### src/rtl/mips_multicycle_ctrl_if.sv
// Control bundle between the multicycle MIPS controller and its datapath/memory.
// master = controller side; slave = datapath side.
interface mips_multicycle_ctrl_if;
    logic [5:0] op;
    logic [5:0] funct;
    logic       zero;
    logic       mem_ready;
    logic       pc_write;
    logic       ir_write;
    logic       reg_write;
    logic       mem_write;
    logic       iord;
    logic       regdst;
    logic       memtoreg;
    logic       zero_ext;
    logic       alusrca;
    logic [1:0] alusrcb;
    logic [1:0] pcsrc;
    logic [2:0] alucontrol;
    logic       bad_instr;

    modport master (
        input  op, funct, zero, mem_ready,
        output pc_write, ir_write, reg_write, mem_write, iord, regdst, memtoreg,
               zero_ext, alusrca, alusrcb, pcsrc, alucontrol, bad_instr
    );

    modport slave (
        output op, funct, zero, mem_ready,
        input  pc_write, ir_write, reg_write, mem_write, iord, regdst, memtoreg,
               zero_ext, alusrca, alusrcb, pcsrc, alucontrol, bad_instr
    );
endinterface

### src/rtl/mips_multicycle_ctrl.sv
// Multicycle MIPS control FSM: Moore selects per state, stalls in FETCH/MEMRD/MEMWR on mem_ready.
// Counts retired instructions; write enables are forced low while reset is held.
module mips_multicycle_ctrl #(
    parameter int CNT_W = 32
) (
    input  logic                  clk,
    input  logic                  reset,
    mips_multicycle_ctrl_if.master bus,
    output logic [3:0]            state,
    output logic [CNT_W-1:0]      instr_count
);
    typedef enum logic [3:0] {
        S_FETCH  = 4'd0,  S_DECODE = 4'd1,  S_MEMADR = 4'd2,  S_MEMRD  = 4'd3,
        S_MEMWB  = 4'd4,  S_MEMWR  = 4'd5,  S_EXEC   = 4'd6,  S_ALUWB  = 4'd7,
        S_BRANCH = 4'd8,  S_ADDIEX = 4'd9,  S_ORIEX  = 4'd10, S_IMMWB  = 4'd11,
        S_JUMP   = 4'd12
    } state_t;

    localparam logic [5:0] OP_RTYPE = 6'h00, OP_J   = 6'h02, OP_BEQ = 6'h04, OP_BNE = 6'h05,
                           OP_ADDI  = 6'h08, OP_ORI = 6'h0D, OP_LW  = 6'h23, OP_SW  = 6'h2B;

    state_t cur, nxt;
    logic   retire;
    logic   pc_w, ir_w, reg_w, mem_w, bad;

    always_ff @(posedge clk) begin
        if (reset) begin
            cur         <= S_FETCH;
            instr_count <= '0;
        end else begin
            cur <= nxt;
            if (retire)
                instr_count <= instr_count + CNT_W'(1);
        end
    end

    assign state = cur;

    always_comb begin
        nxt            = S_FETCH;
        retire         = 1'b0;
        pc_w           = 1'b0;
        ir_w           = 1'b0;
        reg_w          = 1'b0;
        mem_w          = 1'b0;
        bad            = 1'b0;
        bus.iord       = 1'b0;
        bus.regdst     = 1'b0;
        bus.memtoreg   = 1'b0;
        bus.zero_ext   = 1'b0;
        bus.alusrca    = 1'b0;
        bus.alusrcb    = 2'b00;
        bus.pcsrc      = 2'b00;
        bus.alucontrol = 3'b010;
        case (cur)
            S_FETCH: begin
                bus.alusrcb = 2'b01;
                pc_w        = bus.mem_ready;
                ir_w        = bus.mem_ready;
                nxt         = bus.mem_ready ? S_DECODE : S_FETCH;
            end
            S_DECODE: begin
                bus.alusrcb = 2'b11;
                case (bus.op)
                    OP_LW, OP_SW:   nxt = S_MEMADR;
                    OP_BEQ, OP_BNE: nxt = S_BRANCH;
                    OP_ADDI:        nxt = S_ADDIEX;
                    OP_ORI:         nxt = S_ORIEX;
                    OP_J:           nxt = S_JUMP;
                    OP_RTYPE: begin
                        case (bus.funct)
                            6'h20, 6'h22, 6'h24, 6'h25, 6'h2A: nxt = S_EXEC;
                            default:                           bad = 1'b1;
                        endcase
                    end
                    default:        bad = 1'b1;
                endcase
            end
            S_MEMADR: begin
                bus.alusrca = 1'b1;
                bus.alusrcb = 2'b10;
                nxt         = (bus.op == OP_SW) ? S_MEMWR : S_MEMRD;
            end
            S_MEMRD: begin
                bus.iord = 1'b1;
                nxt      = bus.mem_ready ? S_MEMWB : S_MEMRD;
            end
            S_MEMWB: begin
                bus.memtoreg = 1'b1;
                reg_w        = 1'b1;
                retire       = 1'b1;
            end
            S_MEMWR: begin
                // Strobe stays up for the whole wait; retire on the completing cycle.
                bus.iord = 1'b1;
                mem_w    = 1'b1;
                retire   = bus.mem_ready;
                nxt      = bus.mem_ready ? S_FETCH : S_MEMWR;
            end
            S_EXEC: begin
                bus.alusrca = 1'b1;
                nxt         = S_ALUWB;
                case (bus.funct)
                    6'h22:   bus.alucontrol = 3'b110;
                    6'h24:   bus.alucontrol = 3'b000;
                    6'h25:   bus.alucontrol = 3'b001;
                    6'h2A:   bus.alucontrol = 3'b111;
                    default: bus.alucontrol = 3'b010;
                endcase
            end
            S_ALUWB: begin
                bus.regdst = 1'b1;
                reg_w      = 1'b1;
                retire     = 1'b1;
            end
            S_BRANCH: begin
                bus.alusrca    = 1'b1;
                bus.alucontrol = 3'b110;
                bus.pcsrc      = 2'b01;
                pc_w           = (bus.op == OP_BNE) ? ~bus.zero : bus.zero;
                retire         = 1'b1;
            end
            S_ADDIEX: begin
                bus.alusrca = 1'b1;
                bus.alusrcb = 2'b10;
                nxt         = S_IMMWB;
            end
            S_ORIEX: begin
                bus.alusrca    = 1'b1;
                bus.alusrcb    = 2'b10;
                bus.zero_ext   = 1'b1;
                bus.alucontrol = 3'b001;
                nxt            = S_IMMWB;
            end
            S_IMMWB: begin
                reg_w  = 1'b1;
                retire = 1'b1;
            end
            S_JUMP: begin
                bus.pcsrc = 2'b10;
                pc_w      = 1'b1;
                retire    = 1'b1;
            end
            default: nxt = S_FETCH;
        endcase
    end

    assign bus.pc_write  = pc_w  & ~reset;
    assign bus.ir_write  = ir_w  & ~reset;
    assign bus.reg_write = reg_w & ~reset;
    assign bus.mem_write = mem_w & ~reset;
    assign bus.bad_instr = bad   & ~reset;
endmodule

### src/flat_wrapper.sv
// flat-port wrapper written by rule: the top's interface ports become plain ports
module mips_multicycle_ctrl_flat 
#(
    parameter int CNT_W = 32
)
  (clk, reset, state, instr_count, bus_op, bus_funct, bus_zero, bus_mem_ready, bus_pc_write, bus_ir_write, bus_reg_write, bus_mem_write, bus_iord, bus_regdst, bus_memtoreg, bus_zero_ext, bus_alusrca, bus_alusrcb, bus_pcsrc, bus_alucontrol, bus_bad_instr);
  mips_multicycle_ctrl_if bus_i ();
  input  logic clk;
  input  logic reset;
  output logic [3:0] state;
  output logic [CNT_W-1:0] instr_count;
  input wire logic [$bits(bus_i.op)-1:0] bus_op;
  input wire logic [$bits(bus_i.funct)-1:0] bus_funct;
  input wire logic [$bits(bus_i.zero)-1:0] bus_zero;
  input wire logic [$bits(bus_i.mem_ready)-1:0] bus_mem_ready;
  output wire logic [$bits(bus_i.pc_write)-1:0] bus_pc_write;
  output wire logic [$bits(bus_i.ir_write)-1:0] bus_ir_write;
  output wire logic [$bits(bus_i.reg_write)-1:0] bus_reg_write;
  output wire logic [$bits(bus_i.mem_write)-1:0] bus_mem_write;
  output wire logic [$bits(bus_i.iord)-1:0] bus_iord;
  output wire logic [$bits(bus_i.regdst)-1:0] bus_regdst;
  output wire logic [$bits(bus_i.memtoreg)-1:0] bus_memtoreg;
  output wire logic [$bits(bus_i.zero_ext)-1:0] bus_zero_ext;
  output wire logic [$bits(bus_i.alusrca)-1:0] bus_alusrca;
  output wire logic [$bits(bus_i.alusrcb)-1:0] bus_alusrcb;
  output wire logic [$bits(bus_i.pcsrc)-1:0] bus_pcsrc;
  output wire logic [$bits(bus_i.alucontrol)-1:0] bus_alucontrol;
  output wire logic [$bits(bus_i.bad_instr)-1:0] bus_bad_instr;
  assign bus_i.op = bus_op;
  assign bus_i.funct = bus_funct;
  assign bus_i.zero = bus_zero;
  assign bus_i.mem_ready = bus_mem_ready;
  assign bus_pc_write = bus_i.pc_write;
  assign bus_ir_write = bus_i.ir_write;
  assign bus_reg_write = bus_i.reg_write;
  assign bus_mem_write = bus_i.mem_write;
  assign bus_iord = bus_i.iord;
  assign bus_regdst = bus_i.regdst;
  assign bus_memtoreg = bus_i.memtoreg;
  assign bus_zero_ext = bus_i.zero_ext;
  assign bus_alusrca = bus_i.alusrca;
  assign bus_alusrcb = bus_i.alusrcb;
  assign bus_pcsrc = bus_i.pcsrc;
  assign bus_alucontrol = bus_i.alucontrol;
  assign bus_bad_instr = bus_i.bad_instr;
  mips_multicycle_ctrl #(.CNT_W(CNT_W)) u_core (.clk(clk), .reset(reset), .bus(bus_i), .state(state), .instr_count(instr_count));
endmodule
### config.mk
export PLATFORM = sky130hd
export DESIGN_NAME = mips_multicycle_ctrl_flat
export DESIGN_NICKNAME = d
export VERILOG_FILES = /design/src/rtl/mips_multicycle_ctrl_if.sv /design/src/rtl/mips_multicycle_ctrl.sv /design/src/flat_wrapper.sv
export SDC_FILE = /design/constraint.sdc
export NUM_CORES = 1
export LEC_CHECK = 0
export BUFFER_PORTS_ARGS = -buffer_cell sky130_fd_sc_hd__clkbuf_2
export CAP_MARGIN = 0
export CORE_UTILIZATION = 28
export DETAILED_ROUTE_END_ITERATION = 8
export REMOVE_ABC_BUFFERS = 1
export SLEW_MARGIN = 40
export SYNTH_ARGS = -nofsm -noshare
export SYNTH_HDL_FRONTEND = slang
export SYNTH_SLANG_ARGS = --single-unit
### constraint.sdc
create_clock -name clk -period 2.45 [get_ports clk]
set_input_delay 0 -clock clk [delete_from_list [all_inputs] [get_ports clk]]
set_output_delay 0 -clock clk [all_outputs]
set_load 0.01 [all_outputs]
==> flow_summary.toml, run 1 <==
[final_layout]
layout-drive-gt1-share_pct = 26.0
layout.nets = 358
final_cell_area_mm2 = 0.00272
areaGrowthSynthToFinish_pct = 24.6
diodes = 0
fin_cells = 441
seqCellArea_um2 = 721
fillers = 799
multiInputGateArea_mm2 = 0.00135

[detailed_routing]
drt_wl_total_um = 5690
vias = 2219
vias_per_cell = 5.03
first_iter_violations = 106
wl_per_cell_um = 12.9
first_pass_iters = 4
drc = 0
antenna_left = 0

[synthesis]
yosys.cell_count.top_type = "nor2_1"
synthArstFlopShare_pct = 0
yosys_warnings = 0
synth-edff-count = 0
syn_area_mm2 = 0.00218
ys_seq_area_share_pct = 33.0
synth_seq_cells = 36
ys.flop_type = "dfxtp_1"
synth_top_area_cell = "dfxtp_1"
synth_top_area_share_pct = 33.0
syn_inst = 277
syn_avg_cell_area_um2 = 7.88
synthTopCellsByArea = "dfxtp_1, xor2_1, nand4_1"
synth_common_cells = "nor2_1, dfxtp_1, nand4_1"
yosysUniqueCellTypes = 49

[cts]
post-cts-setup-buffers = 0
cts_tree = "done"
cts.path.max_buffers = 2
cts-htree-levels = 2
cts-root-buf = "clkbuf_8"
cts_buffers = 5
cts_resized = 0
cts.clk_slew.worst_paths_ns = 0.07
numClockSinks = 36
clock_latency_ns = 0.28
hold_buffers = 0

[run_status]
status = "complete, no violations"

[sta]
tns_ns = 0
min_period_over_period_pct = 86.3
fmax_ghz = 0.473
holdWs_ns = 0.0977
setup_violations = 0
fin_ws_ns = 0.335
skew_ns = 0.00702
rsz0062_at_grt = "false"
slew_headroom_pct = 58.4
final-max-slew-violation-count = 0
fin_crit_ns = 2.12
worst_pin_slew_ns = 0.619
finalHoldViolations = 0

[floorplanning]
initial_core_util_pct = 29.5
dieArea_mm2 = 0.00815
core-area_mm2 = 0.00741
die_h_um = 90.3
rows = 31
ios = 69
die_x_um = 90.3

[power]
power_density_mw_per_mm2 = 411
worst_ir_drop_vdd_uv = 233
p_leak_nw = 1.08

[global_route]
grt_max_degree = 40
grt_pass1_wl_um = 9690
antenna_found_initial = 0
grt_pass1_vias = 2053
overflow = 0
grt_usage_pct = 14.3

[worst_setup_path]
criticalPathCategory = "register to register"
crit_fanout = 10
cp-start-kind = "register"
arrival_ns = 2.34
crit_path_end_kind = "register"
critPathRequiredTime_ns = 2.67

[placed_design]
place_inst = 433
post-place-ws_ns = 0.341
post-dp-hpwl_um = 4230
io_buffers = 68
gp_congestion = 0.825
dpl-instance-area_mm2 = 0.00263

[job]
cap_violations = 0

[min_path]
hold_path.class = "primary input to register"
==> report_power, final <==
| group | internal (mW) | switching (mW) | leakage [nW] |
|---|---|---|---|
| Combinational | 0.0382 | 0.0607 | 0.744 |
| Sequential | 0.587 | 0.00236 | 0.290 |
| Clock | 0.229 | 0.200 | 0.0455 |
==> critical path: stages, from the launching register on <==
cell,delay (ns)
dfxtp_1,0.56
nor2b_1,0.21
a221oi_4,0.47
nand4_2,0.23
or4_1,0.44
a21oi_1,0.14
==> per-layer routing <==
layer	up-vias	wire length, um	track usage [%]
li1	1127	-	-
met1	1043	2760	18.9
met2	42	2630	22.8
met3	7	248	4.12
met4	0	48	3.49
met5	-	0	0
==> registers in the layout (all words and copies together), names as in the netlist <==
name,flops
u_core.state,4
u_core.instr_count,32
==> metrics by stage <==
| stage | utilization [%] | power, mW |
|---|---|---|
| floorplan | - | 0.649 |
| global placement | 35.5 | 0.700 |
| detailed placement | 35.5 | 0.701 |
| CTS | 36.7 | 1.13 |
| global route | 36.7 | 1.17 |
| finish | 36.7 | 1.12 |
==> logic make-up after synthesis <==
group                      count (synthesis)  synth area share (%)
buffers and inverters                     26                  4.93
xor gates and xnor gates                  28                  11.2
DFF                                       36                  33.0
adders and majority gates                  2                  1.03
AOI/OAI and AO/OA                         49                  15.4
and+or+nand+nor                          133                  33.0
muxes                                      3                  1.43
==> cell type report <==
| type | count | share of cell area [%] |
|---|---|---|
| clock buffers | 8 | 3.31 |
| multi-input cells | 215 | 49.8 |
| well taps | 99 | 4.56 |
| inverters | 6 | 0.828 |
| repair buffers | 77 | 15.0 |
| flip-flops and latches | 36 | 26.5 |
==> path summary, 6_finish.rpt <==
| kind | startpoint | endpoint | slack [ns] | depth (start not counted) |
|---|---|---|---|---|
| setup / recovery | u_core.state[1]$_SDFF_PP0_ | u_core.instr_count[29]$_SDFFE_PP0P_ | 0.33 | 5 |
| hold / removal | bus_op[3] | u_core.state[0]$_SDFF_PP0_ | 0.1 | 3 |
| setup reg to reg | u_core.state[1]$_SDFF_PP0_ | u_core.instr_count[29]$_SDFFE_PP0P_ | 0.33 | 5 |
| hold reg to reg | u_core.instr_count[31]$_SDFFE_PP0P_ | u_core.instr_count[31]$_SDFFE_PP0P_ | 0.50 | 2 |
==> cell usage in the layout (no fill, tap or decap), types with 2 or more instances in the layout <==
cell | Yosys | final
clkbuf_2 | 0 | 68
nor2_1 | 38 | 38
dfxtp_1 | 36 | 36
nand4_1 | 23 | 23
xor2_1 | 22 | 22
o21ai_0 | 16 | 16
a21oi_1 | 14 | 14
nor3_1 | 10 | 10
nand3_1 | 10 | 10
nand2b_1 | 9 | 9
nand2_1 | 9 | 9
buf_4 | 1 | 9
xnor2_1 | 6 | 6
inv_1 | 6 | 6
or3_1 | 6 | 6
clkbuf_8 | 0 | 6
nor2b_1 | 5 | 5
nor4_1 | 4 | 4
o31ai_1 | 3 | 3
and3_1 | 3 | 3
nor3b_1 | 2 | 2
nand4b_1 | 2 | 2
a2111oi_0 | 2 | 2
mux2i_1 | 2 | 2
nand3b_1 | 2 | 2
a31oi_1 | 2 | 2
a211oi_1 | 2 | 2
and2_1 | 2 | 2
or4_1 | 2 | 2
clkbuf_1 | 13 | 2
(Power assumes the default switching activity.)
==> run 2: changes to the inputs <==
CTS_BUF_LIST = sky130_fd_sc_hd__clkbuf_16   (was default)
==> run 2 against run 1 <==
  * Total power rose by 14%
  * Global-route usage rose by 0.089 points
  * Cell area rose by 1.7%
  * Critical path depth rose by 2
  * Sequential power barely moved
  * Register-to-register slack improved by 0.02 ns
==> flow_summary.toml, run 2 (synthesized netlist as in run 1, its figures left out) <==
[run_status]
status = "complete, no violations"

[job]
cap_violations = 0

[sta]
min_period_over_period_pct = 85.5
fmax_ghz = 0.478
slew_headroom_pct = 58.7
worst_pin_slew_ns = 0.613
setup_violations = 0
tns_ns = 0
finalHoldViolations = 0
fin_ws_ns = 0.356
fin_crit_ns = 2.09
final-max-slew-violation-count = 0
skew_ns = 0.00422
rsz0062_at_grt = "false"

[detailed_routing]
drc = 0
wl_per_cell_um = 13.0
first_iter_violations = 104
vias_per_cell = 5.06
antenna_left = 0
drt_wl_total_um = 5730
vias = 2232
first_pass_iters = 4

[floorplanning]
initial_core_util_pct = 29.5
dieArea_mm2 = 0.00815
core-area_mm2 = 0.00741
rows = 31
ios = 69
die_h_um = 90.3
die_x_um = 90.3

[worst_setup_path]
critPathRequiredTime_ns = 2.45
reg2reg_slack_ns = 0.36
slowest_delay_ns = 0.39
crit_path_end_kind = "output pin"
criticalPathCategory = "register to output pin"
critPathSlowestCell = "dfxtp_1"
crit_fanout = 18
arrival_ns = 2.09
cp-start-kind = "register"
crit_chain = "buf_4 -> nand2b_1 -> nand2b_1 -> nor4b_1 -> a21oi_1 -> o21ai_0 -> clkbuf_2"
crit_top_cell = "nand2b_1"

[power]
power_density_mw_per_mm2 = 460
p_leak_nw = 1.11
worst_ir_drop_vdd_uv = 241

[placed_design]
place_inst = 433
post-dp-hpwl_um = 4230
post-place-ws_ns = 0.341
gp_congestion = 0.825
dpl-instance-area_mm2 = 0.00263
io_buffers = 68

[cts]
cts_resized = 0
cts.path.max_buffers = 2
cts_buffers = 5
cts.clk_slew.worst_paths_ns = 0.05
cts-root-buf = "clkbuf_16"
numClockSinks = 36
cts-htree-levels = 2
cts_tree = "done"
hold_buffers = 0
clock_latency_ns = 0.27
post-cts-setup-buffers = 0

[final_layout]
diodes = 0
layout-drive-gt1-share_pct = 25.7
final_cell_mix = "clkbuf_2, nor2_1, dfxtp_1, nand4_1, xor2_1"
largest_reg_flops = 32
areaGrowthSynthToFinish_pct = 26.7
final_cell_area_mm2 = 0.00277
mostFrequentLayoutCell = "clkbuf_2"
layout.nets = 358
fin_cells = 441
top_register = "u_core.instr_count"

[global_route]
grt_pass1_vias = 2066
antenna_found_initial = 0
overflow = 0
grt_usage_pct = 14.4
grt_pass1_wl_um = 9710
grt_max_degree = 40

[min_path]
hold_path.class = "primary input to register"
==> run 2: changes by cell type in the layout (fill, tap and decap cells not counted), sizes merged <==
cell,change
clkinv,+1
clkbuf,-3
inv,+2
==> run 2: through the flow <==
stage	hold WS [ns]	total power, mW	util, %
after floorplan	0.0475	0.649	-
after global placement	0.351	0.700	35.5
after detailed placement	0.354	0.701	35.5
after CTS	0.115	1.29	37.3
after global routing	0.150	1.32	37.3
final	0.110	1.27	37.3
==> run 2: worst max-delay path: cells and delay by family, from the launching register on <==
family	cells	cell delay, ns
buffers and inverters	2	0.41
AND/OR/NAND/NOR	3	0.72
flip-flops	1	0.39
AO/OA/AOI/OAI	2	0.29
==> run 2: final cells by class <==
cell class                      instances  area (um^2)
Timing Repair Buffer                   77          408
Clock buffer                            5          125
Multi-Input combinational cell        215         1350
Sequential cell                        36          721
Fill cell                             789         4640
Inverter                                6         22.5
Clock inverter                          3         11.3
Tap cell                               99          124
==> run 2: where the power goes <==
part           switching, mW  internal (mW)
sequential           0.00236          0.588
clock                  0.217          0.365
combinational         0.0608         0.0382
==> run 2: metal layers <==
layer	global-route usage (%)	wire, um	up-vias
li1	-	-	1130
met1	18.8	2780	1048
met2	23.2	2690	50
met3	4.38	232	4
met4	3.49	33	0
met5	0	0	-
==> run 2: path summary, 6_finish.rpt <==
kind,endpoint,depth (start not counted),from
min reg2reg,u_core.instr_count[31]$_SDFFE_PP0P_,2,u_core.instr_count[31]$_SDFFE_PP0P_
max,bus_alucontrol[0],7,u_core.state[2]$_SDFF_PP0_
min,u_core.state[0]$_SDFF_PP0_,3,bus_op[3]
max reg2reg,u_core.instr_count[29]$_SDFFE_PP0P_,5,u_core.state[1]$_SDFF_PP0_
==> run 3: changes to the inputs <==
CORE_UTILIZATION = 30   (was 28)
GPL_TIMING_DRIVEN = 0   (was default)
==> run 3 against run 2 <==
  * Total power increased by 0.46%
  * Largest power group unchanged
  * Clock skew rose by 0.0018 ns
  * Via count shrank 0.36%
  * Sequential power grew 1%
  * Maximum frequency decreased by 6.1%
  * Worst hold slack better by 0.011 ns
  * Highest routed layer unchanged
  * Critical path type is now register to register
  * Non-clock buffer count down 2
  * Cell count shrank 1.1%
  * Sequential share of layout area up 0.12 points
  * Global-route usage rose by 1.1 points
  * Die area fell by 6.5%
==> flow_summary.toml, run 3 (synthesized netlist as in run 1, its figures left out) <==
[run_status]
status = "complete, no violations"

[sta]
setup_violations = 0
worst_pin_slew_ns = 0.739
skew_ns = 0.00598
slew_headroom_pct = 50.7
tns_ns = 0
rsz0062_at_grt = "false"
finalHoldViolations = 0
holdWs_ns = 0.121
final-max-slew-violation-count = 0
min_period_over_period_pct = 91.0
fin_ws_ns = 0.219
fin_crit_ns = 2.23
fmax_ghz = 0.448

[worst_setup_path]
criticalPathCategory = "register to register"
reg2reg_slack_ns = 0.22
critPathSlowestCell = "dfxtp_1"
rr_endpoint = "u_core.instr_count[29]$_SDFFE_PP0P_"
slowest_delay_ns = 0.70
crit_fanout = 20
worstReg2RegStart = "u_core.state[0]$_SDFF_PP0_"
cp-start-kind = "register"
crit_chain = "a21bo_4 -> a221oi_4 -> buf_4 -> nand4_2 -> or4_1 -> a21oi_1"
crit_path_end_kind = "register"
critPathRequiredTime_ns = 2.65
arrival_ns = 2.43
reg2regPathDepth = 6

[detailed_routing]
drc = 0
vias_per_cell = 5.10
first_iter_violations = 127
antenna_left = 0
vias = 2224
wl_per_cell_um = 12.8
drt_wl_total_um = 5590
first_pass_iters = 4

[cts]
hold_buffers = 0
cts.clk_slew.worst_paths_ns = 0.06
cts_buffers = 5
cts.path.max_buffers = 2
cts-root-buf = "clkbuf_16"
cts-htree-levels = 2
clock_latency_ns = 0.27
numClockSinks = 36
cts_tree = "done"

[floorplanning]
ios = 69
die_x_um = 87.3
core-area_mm2 = 0.00691
initial_core_util_pct = 31.6
rows = 30
dieArea_mm2 = 0.00762
die_h_um = 87.3

[global_route]
grt_usage_pct = 15.5
grt_pass1_wl_um = 9640
overflow = 0
antenna_found_initial = 0
grt_max_degree = 41
grt_pass1_vias = 2038

[placed_design]
post-place-ws_ns = -0.358
gp_congestion = 0.837
post-dp-hpwl_um = 3870
io_buffers = 68
dpl-instance-area_mm2 = 0.00258

[min_path]
min_path_cells = 4
min_from = "bus_op[4]"
min_to = "u_core.state[2]$_SDFF_PP0_"
hold_path.class = "primary input to register"

[final_layout]
diodes = 0
top_register = "u_core.instr_count"
final_cell_area_mm2 = 0.00277
mostFrequentLayoutCell = "clkbuf_2"
largest_reg_flops = 32
layout-drive-gt1-share_pct = 27.1
layout.nets = 356
post-route-util_pct = 40.1
areaGrowthSynthToFinish_pct = 26.8
final_cell_mix = "clkbuf_2, nor2_1, dfxtp_1, nand4_1, xor2_1"

[power]
worst_ir_drop_vdd_uv = 317
power_density_mw_per_mm2 = 462
p_leak_nw = 1.10

[job]
cap_violations = 0
run 3: worst max-delay path by stage:
stage,from,depth (start not counted),end,slack [ns]
floorplan,u_core.state[1]$_SDFF_PP0_,5,u_core.instr_count[28]$_SDFFE_PP0P_,0.09
CTS,u_core.state[0]$_SDFF_PP0_,6,u_core.instr_count[29]$_SDFFE_PP0P_,0.21
detailed placement,u_core.state[1]$_SDFF_PP0_,5,u_core.instr_count[29]$_SDFFE_PP0P_,-0.36
global placement,u_core.state[1]$_SDFF_PP0_,5,u_core.instr_count[28]$_SDFFE_PP0P_,-0.50
finish,u_core.state[0]$_SDFF_PP0_,6,u_core.instr_count[29]$_SDFFE_PP0P_,0.22
global route,u_core.state[0]$_SDFF_PP0_,6,u_core.instr_count[29]$_SDFFE_PP0P_,0.02
run 3: repair_timing:
| action | 4_1_cts | 5_1_grt |
|---|---|---|
| setup buffers | 6 | 0 |
| resized for setup | 3 | 0 |
| endpoints found under the setup margin | 20 | 0 |
run 3: worst max-delay path, delay by kind of cell, from the launching register on:
kind	cells	cell delay, ns
compound gates	3	0.74
simple gates	2	0.55
buf+inv	1	0.17
flops	1	0.70
run 3: cell type report:
class | count | area, um^2
Clock buffer | 5 | 125
Clock inverter | 3 | 13.8
Fill cell | 764 | 4140
Inverter | 6 | 22.5
Multi-Input combinational cell | 215 | 1370
Sequential cell | 36 | 724
Tap cell | 96 | 120
Timing Repair Buffer | 75 | 390
run 3: stage by stage:
stage | cells | total power, mW
finish | 436 | 1.28
global route | 436 | 1.34
CTS | 436 | 1.30
detailed placement | 422 | 0.698
global placement | 421 | 0.694
floorplan | 257 | 0.649
run 3: per-layer routing:
metal / GRT usage [%] / vias up / routed length, um
li1: - / 1124 / -
met3: 2.84 / 4 / 226
met5: 0 / - / 0
met1: 21.4 / 1052 / 2670
met2: 25.5 / 44 / 2680
met4: 2.68 / 0 / 18
run 3: power breakdown:
part	internal, mW	switching (mW)	total (mW)
sequential	0.588	0.00876	0.596
combinational	0.0358	0.0540	0.0898
clock	0.369	0.222	0.591
total	0.992	0.285	1.28
